===== src/rtl/bram_bank.sv =====
// Single-port-write / single-port-read block RAM bank with power-up zero-fill,
// selectable read-during-write behaviour and an optional output pipeline.
module bram_bank #(
  parameter int DATA_SZ        = 16,
  parameter int ADDR_SZ        = 8,
  parameter int MEM_MAX        = (1 << ADDR_SZ),
  parameter int RD_MODE        = 0,
  parameter int OUT_REG        = 0,
  parameter int CLEAR_ON_RESET = 1
) (
  input  logic               i_clk,
  input  logic               i_rst_n,
  output logic               o_ready,
  input  logic               i_wr_en,
  input  logic [ADDR_SZ-1:0] i_waddr,
  input  logic [DATA_SZ-1:0] i_wdata,
  input  logic               i_rd_en,
  input  logic [ADDR_SZ-1:0] i_raddr,
  output logic [DATA_SZ-1:0] o_rdata,
  output logic               o_rd_valid
);

  localparam int IDX_SZ = (MEM_MAX > 1) ? $clog2(MEM_MAX) : 1;
  localparam int CNT_SZ = ADDR_SZ + 1;
  localparam logic [CNT_SZ-1:0] MEM_LIM = CNT_SZ'(MEM_MAX);

  typedef enum logic {ST_CLEAR, ST_READY} state_t;

  state_t              state_reg;
  logic [CNT_SZ-1:0]   clr_cnt_reg;
  logic                ready_reg;

  logic                clr_we;
  logic                wr_ok;
  logic                rd_fire;
  logic                rd_in_range;
  logic                mem_we;
  logic [IDX_SZ-1:0]   mem_widx;
  logic [IDX_SZ-1:0]   rd_idx;
  logic [DATA_SZ-1:0]  mem_wdat;

  logic [DATA_SZ-1:0]  mem [MEM_MAX];
  logic [DATA_SZ-1:0]  mem_rd_reg;

  logic                rd_vld_reg;
  logic                rd_hit_reg;
  logic                byp_sel_reg;
  logic [DATA_SZ-1:0]  byp_data_reg;
  logic [DATA_SZ-1:0]  s0_data;
  logic                s0_vld;

  // The counter runs one step past the last address so READY follows the final clear write.
  always_ff @(posedge i_clk or negedge i_rst_n) begin
    if (!i_rst_n) begin
      state_reg   <= ST_CLEAR;
      clr_cnt_reg <= '0;
      ready_reg   <= 1'b0;
    end else begin
      case (state_reg)
        ST_CLEAR: begin
          if ((CLEAR_ON_RESET == 0) || (clr_cnt_reg == MEM_LIM)) begin
            state_reg <= ST_READY;
            ready_reg <= 1'b1;
          end else begin
            clr_cnt_reg <= clr_cnt_reg + 1'b1;
          end
        end
        ST_READY: begin
          state_reg <= ST_READY;
          ready_reg <= 1'b1;
        end
        default: begin
          state_reg <= ST_CLEAR;
          ready_reg <= 1'b0;
        end
      endcase
    end
  end

  assign o_ready     = ready_reg;
  assign clr_we      = (state_reg == ST_CLEAR) && (CLEAR_ON_RESET != 0) && (clr_cnt_reg < MEM_LIM);
  assign wr_ok       = ready_reg && i_wr_en && ({1'b0, i_waddr} < MEM_LIM);
  assign rd_fire     = ready_reg && i_rd_en;
  assign rd_in_range = ({1'b0, i_raddr} < MEM_LIM);
  assign mem_we      = clr_we || wr_ok;
  assign mem_widx    = clr_we ? clr_cnt_reg[IDX_SZ-1:0] : i_waddr[IDX_SZ-1:0];
  assign mem_wdat    = clr_we ? '0 : i_wdata;
  assign rd_idx      = i_raddr[IDX_SZ-1:0];

  // No reset on the array or its read register so the tools map them onto block RAM.
  always_ff @(posedge i_clk) begin
    if (mem_we) begin
      mem[mem_widx] <= mem_wdat;
    end
    if (rd_fire) begin
      mem_rd_reg <= mem[rd_idx];
    end
  end

  always_ff @(posedge i_clk or negedge i_rst_n) begin
    if (!i_rst_n) begin
      rd_vld_reg   <= 1'b0;
      rd_hit_reg   <= 1'b0;
      byp_sel_reg  <= 1'b0;
      byp_data_reg <= '0;
    end else begin
      rd_vld_reg <= rd_fire;
      if (rd_fire) begin
        rd_hit_reg   <= rd_in_range;
        byp_sel_reg  <= (RD_MODE != 0) && wr_ok && (i_waddr == i_raddr);
        byp_data_reg <= i_wdata;
      end
    end
  end

  // Out-of-range reads return zero; the RAM output is only trusted after an in-range read.
  assign s0_data = !rd_hit_reg ? '0 : (byp_sel_reg ? byp_data_reg : mem_rd_reg);
  assign s0_vld  = rd_vld_reg;

  generate
    if (OUT_REG == 0) begin : g_no_oreg
      assign o_rdata    = s0_data;
      assign o_rd_valid = s0_vld;
    end else begin : g_oreg
      logic [DATA_SZ-1:0] pd_reg [OUT_REG];
      logic               pv_reg [OUT_REG];

      always_ff @(posedge i_clk or negedge i_rst_n) begin
        if (!i_rst_n) begin
          for (int i = 0; i < OUT_REG; i++) begin
            pd_reg[i] <= '0;
            pv_reg[i] <= 1'b0;
          end
        end else begin
          pv_reg[0] <= s0_vld;
          if (s0_vld) begin
            pd_reg[0] <= s0_data;
          end
          for (int i = 1; i < OUT_REG; i++) begin
            pv_reg[i] <= pv_reg[i-1];
            if (pv_reg[i-1]) begin
              pd_reg[i] <= pd_reg[i-1];
            end
          end
        end
      end

      assign o_rdata    = pd_reg[OUT_REG-1];
      assign o_rd_valid = pv_reg[OUT_REG-1];
    end
  endgenerate

endmodule


===== config.mk =====
export PLATFORM = sky130hd
export DESIGN_NAME = bram_bank
export DESIGN_NICKNAME = d
export VERILOG_FILES = /design/src/rtl/bram_bank.sv
export SDC_FILE = /design/constraint.sdc
export NUM_CORES = 2
export LEC_CHECK = 0
export ABC_AREA = 1
export CAP_MARGIN = 10
export CORE_AREA = 2 2 393 784
export CTS_CLUSTER_DIAMETER = 200
export DETAILED_ROUTE_END_ITERATION = 6
export DIE_AREA = 0 0 395 786
export MAX_ROUTING_LAYER = met4
export PLACE_DENSITY = 0.77
export REMOVE_ABC_BUFFERS = 1
export SETUP_SLACK_MARGIN = 0.4
export SLEW_MARGIN = 20
export SYNTH_ARGS = -nofsm -noshare
export SYNTH_HDL_FRONTEND = slang
export SYNTH_SLANG_ARGS = --single-unit

===== constraint.sdc =====
create_clock -name i_clk -period 19.25 [get_ports i_clk]
set_input_delay 4.8125 -clock i_clk [delete_from_list [all_inputs] [get_ports i_clk]]
set_output_delay 4.8125 -clock i_clk [all_outputs]
set_load 0.1 [all_outputs]

==> metrics.md <==
| Metric | Value |
|---|---|
| Status | finished, violations left |
| Failing checks | DRC |
| Port Buf Inserts | 53 |
| Root Buffer | clkbuf_16 |
| DPL Wire Length | 279 mm |
| Post-CTS setup buffers | 0 |
| Avg Cell Area, Syn | 12.1 um2 |
| Starting Density | 0.547 |
| Simple-gate share of the synthesized area | 0.224 |
| Cell variety after synth | 30 |
| Worst min path class | reg -> reg |
| Max-slew violations | 0 |
| Worst EP required | 20050 ps |
| Vias/cell | 6.28 |
| CTS tree | built |
| Synth area leader | edfxtp_1 |
| Tmin final | 9780 ps |
| Adder-Cell Fraction of Synth Area | 0.000150 |
| Post-synthesis sequential area ratio | 0.742 |
| # fillers | 22538 |
| Die X | 395 um |
| Mux contribution to synthesized area | 0 |
| Post-layout nets | 13631 |
| Synth Register Bits | 4125 |
| Row Count | 287 |
| Reg2reg start | clr_cnt_reg[8] |
| Share of cells above drive strength 1 | 0.0730 |
| Final hold slack | 541 ps |
| Wire per inst | 27.2 um |
| Yosys top cell area share | 0.740 |
| Setup-failing EPs final | 0 |
| Max reg flops | 4096 |
| Fmax | 102 MHz |
| Synth Area in Compound Gates | 0.000533 |
| Initial antenna violation count | 13 |
| PnR Total Power | 17.5 mW |
| Largest family of logic cells by synthesized area | simple AND/OR/NAND/NOR gates |
| Chip height | 786 um |
| DRT Wirelength | 488 mm |
| Reg2Reg Depth | 6 |
| Worst-path clk slew | 80 ps |
| XOR/XNOR share of the synthesized area | 0.000420 |
| Slew headroom | 0.0260 |
| H-tree depth | 5 |
| PwrDens | 96.6 nW/um2 |
| Clk Latency, worst-skew pair | 920 ps |
| Synthesis Warnings | 0 |
| Clock skew | 45.3 ps |
| CTS hold repair buffers | 0 |
| Kind of critical path | in -> reg |
| Number of global-route vias before repair | 107932 |
| Num Clock Sinks | 4125 |
| Setup TNS | 0 ps |
| Ports | 54 |
| Area growth, synth to finish | 8.91% |
| Gr usage total | 0.317 |
| Leakage | 63.5 nW |
| CP Launch Type | input port |
| Crit end category | flip-flop |
| Gate Count Post-Synth | 13769 |
| DRT antenna net count | 0 |
| CP Launch Point | i_raddr[0] |
| Synth area leaders | edfxtp_1 (74%), nand3_1 (12%), nand2_1 (9.5%), buf_2 (1.6%), nor2_1 (0.68%) |
| Largest net degree at the start of global routing | 221 |
| Congestion Overflow GR | 0 |
| DR DRC count | 3 |
| Worst-Margin Slew | 1460 ps |
| Core area | 305000 um2 |
| Reg2Reg Setup Slack | 14740 ps |
| CTS resizes | 0 |
| RSZ-0062 raised after global routing | no |
| HP Start | clr_cnt_reg[6] |
| Detailed-route via count | 112528 |
| Placer Congestion | 0.922 |
| Worst R2R End | mem[124][6] |
| Initial DRC count | 16524 |
| Die area | 310000 um2 |
| Max Cap Viol | 0 |
| Final Hold Viols | 0 |
| Worst path arrival time | 10580 ps |
| First-pass GRT wire length | 703 mm |
| CP endpoint | mem_rd_reg[10] |
| TritonCTS Buffers | 335 |
| Crit path max fanout | 220 |
| Final worst path period share | 0.508 |
| Drt first pass iters | 7 |
| Post-synthesis cell area | 167000 um2 |
| Max IR drop VDD | 72.0 uV |
| Clk buf depth | 4 |
## logic make-up (layout without fill, tap and decap cells)
logic type | after synthesis | count (layout)
XOR/XNOR | 8 | 8
other | 0 | 12
AO/OA/AOI/OAI | 11 | 11
buffers and inverters | 1027 | 1113
adder cells (fa/ha/maj) | 2 | 2
flip-flops | 4125 | 4125
AND/OR/NAND/NOR | 8596 | 8596
## area by class of cell
class	count	area [um2]	share of cell area
multi-input cells	8617	37900	0.209
clock buffers	404	8830	0.0486
well taps	4046	5060	0.0279
flip-flops and latches	4125	124000	0.682
clock inverters	195	1890	0.0104
repair buffers	428	3680	0.0203
inverters	86	375	0.00207
diodes	12	30.0	0.000165
## worst min-delay path by stage
| stage | slack, ps | depth (start not counted) | endpoint |
|---|---|---|---|
| floorplan | 480 | 1 | clr_cnt_reg[6] |
| global placement | 510 | 1 | clr_cnt_reg[6] |
| detailed placement | 520 | 1 | clr_cnt_reg[6] |
| global route | 560 | 1 | clr_cnt_reg[6] |
| finish | 540 | 1 | clr_cnt_reg[6] |
| CTS | 530 | 1 | clr_cnt_reg[6] |
## layout by cell type, fill, tap and decap left out, types with 69 or more instances in the layout
master	instances
nand3_1	4034
edfxtp_1	4112
buf_4	350
clkbuf_16	342
nor2_1	216
inv_1	72
nand2_1	4216
nor2_2	69
## worst max-delay path, cell delays in order
cell     delay (ps)
buf_16          160
inv_16          500
buf_4           760
buf_4           890
buf_4           810
nand2_1         130
nand3_1         130
nand3_1         100
nand3_1         220
nand3_1         100
nand3_1         110
nand3_1         620
nand2_1         370
nand2_1         150
nand2_1         110
## per-stage QoR
step | area, um2 | utilization | std cells | setup WS, ps
CTS | 182000 | 0.595 | 17898 | 9930
detailed placement | 171000 | 0.560 | 17299 | 9010
global placement | 171000 | 0.560 | 17297 | 8920
global route | 182000 | 0.596 | 17907 | 9330
floorplan | 162000 | - | 12828 | 4030
finish | 182000 | 0.596 | 17913 | 9470
## power breakdown
group	leakage [nW]	switching, mW	internal (mW)
Sequential	36.5	0	9.72
Combinational	21.9	0.711	0.231
Clock	5.20	3.16	3.73
## per-layer routing
layer	up-vias	part of all wire	GRT usage
met5	-	0	-
li1	48543	-	-
met1	54365	0.31	0.354
met2	7890	0.50	0.522
met4	0	0.088	0.237
met3	1730	0.10	0.0417
## cells in the mapped netlist
library cell / instances
nand2_1: 4232
edfxtp_1: 4112
nand3_1: 4034
buf_2: 533
nor2_1: 301
clkbuf_1: 160
buf_4: 98
buf_1: 89
inv_1: 74
buf_6: 60
dfrtp_1: 13
nand2_2: 11
inv_2: 10
o21ai_2: 8
xor2_1: 7
nor2_4: 6
nor3_1: 3
ha_1: 2
inv_4: 2
o21ai_0: 2
or2_1: 2
or2_2: 2
a21oi_2: 1
buf_8: 1
nand3_2: 1
nand4_1: 1
nor2_2: 1
nor3_4: 1
nor4_1: 1
xnor2_1: 1
(Power assumes the default switching activity.)
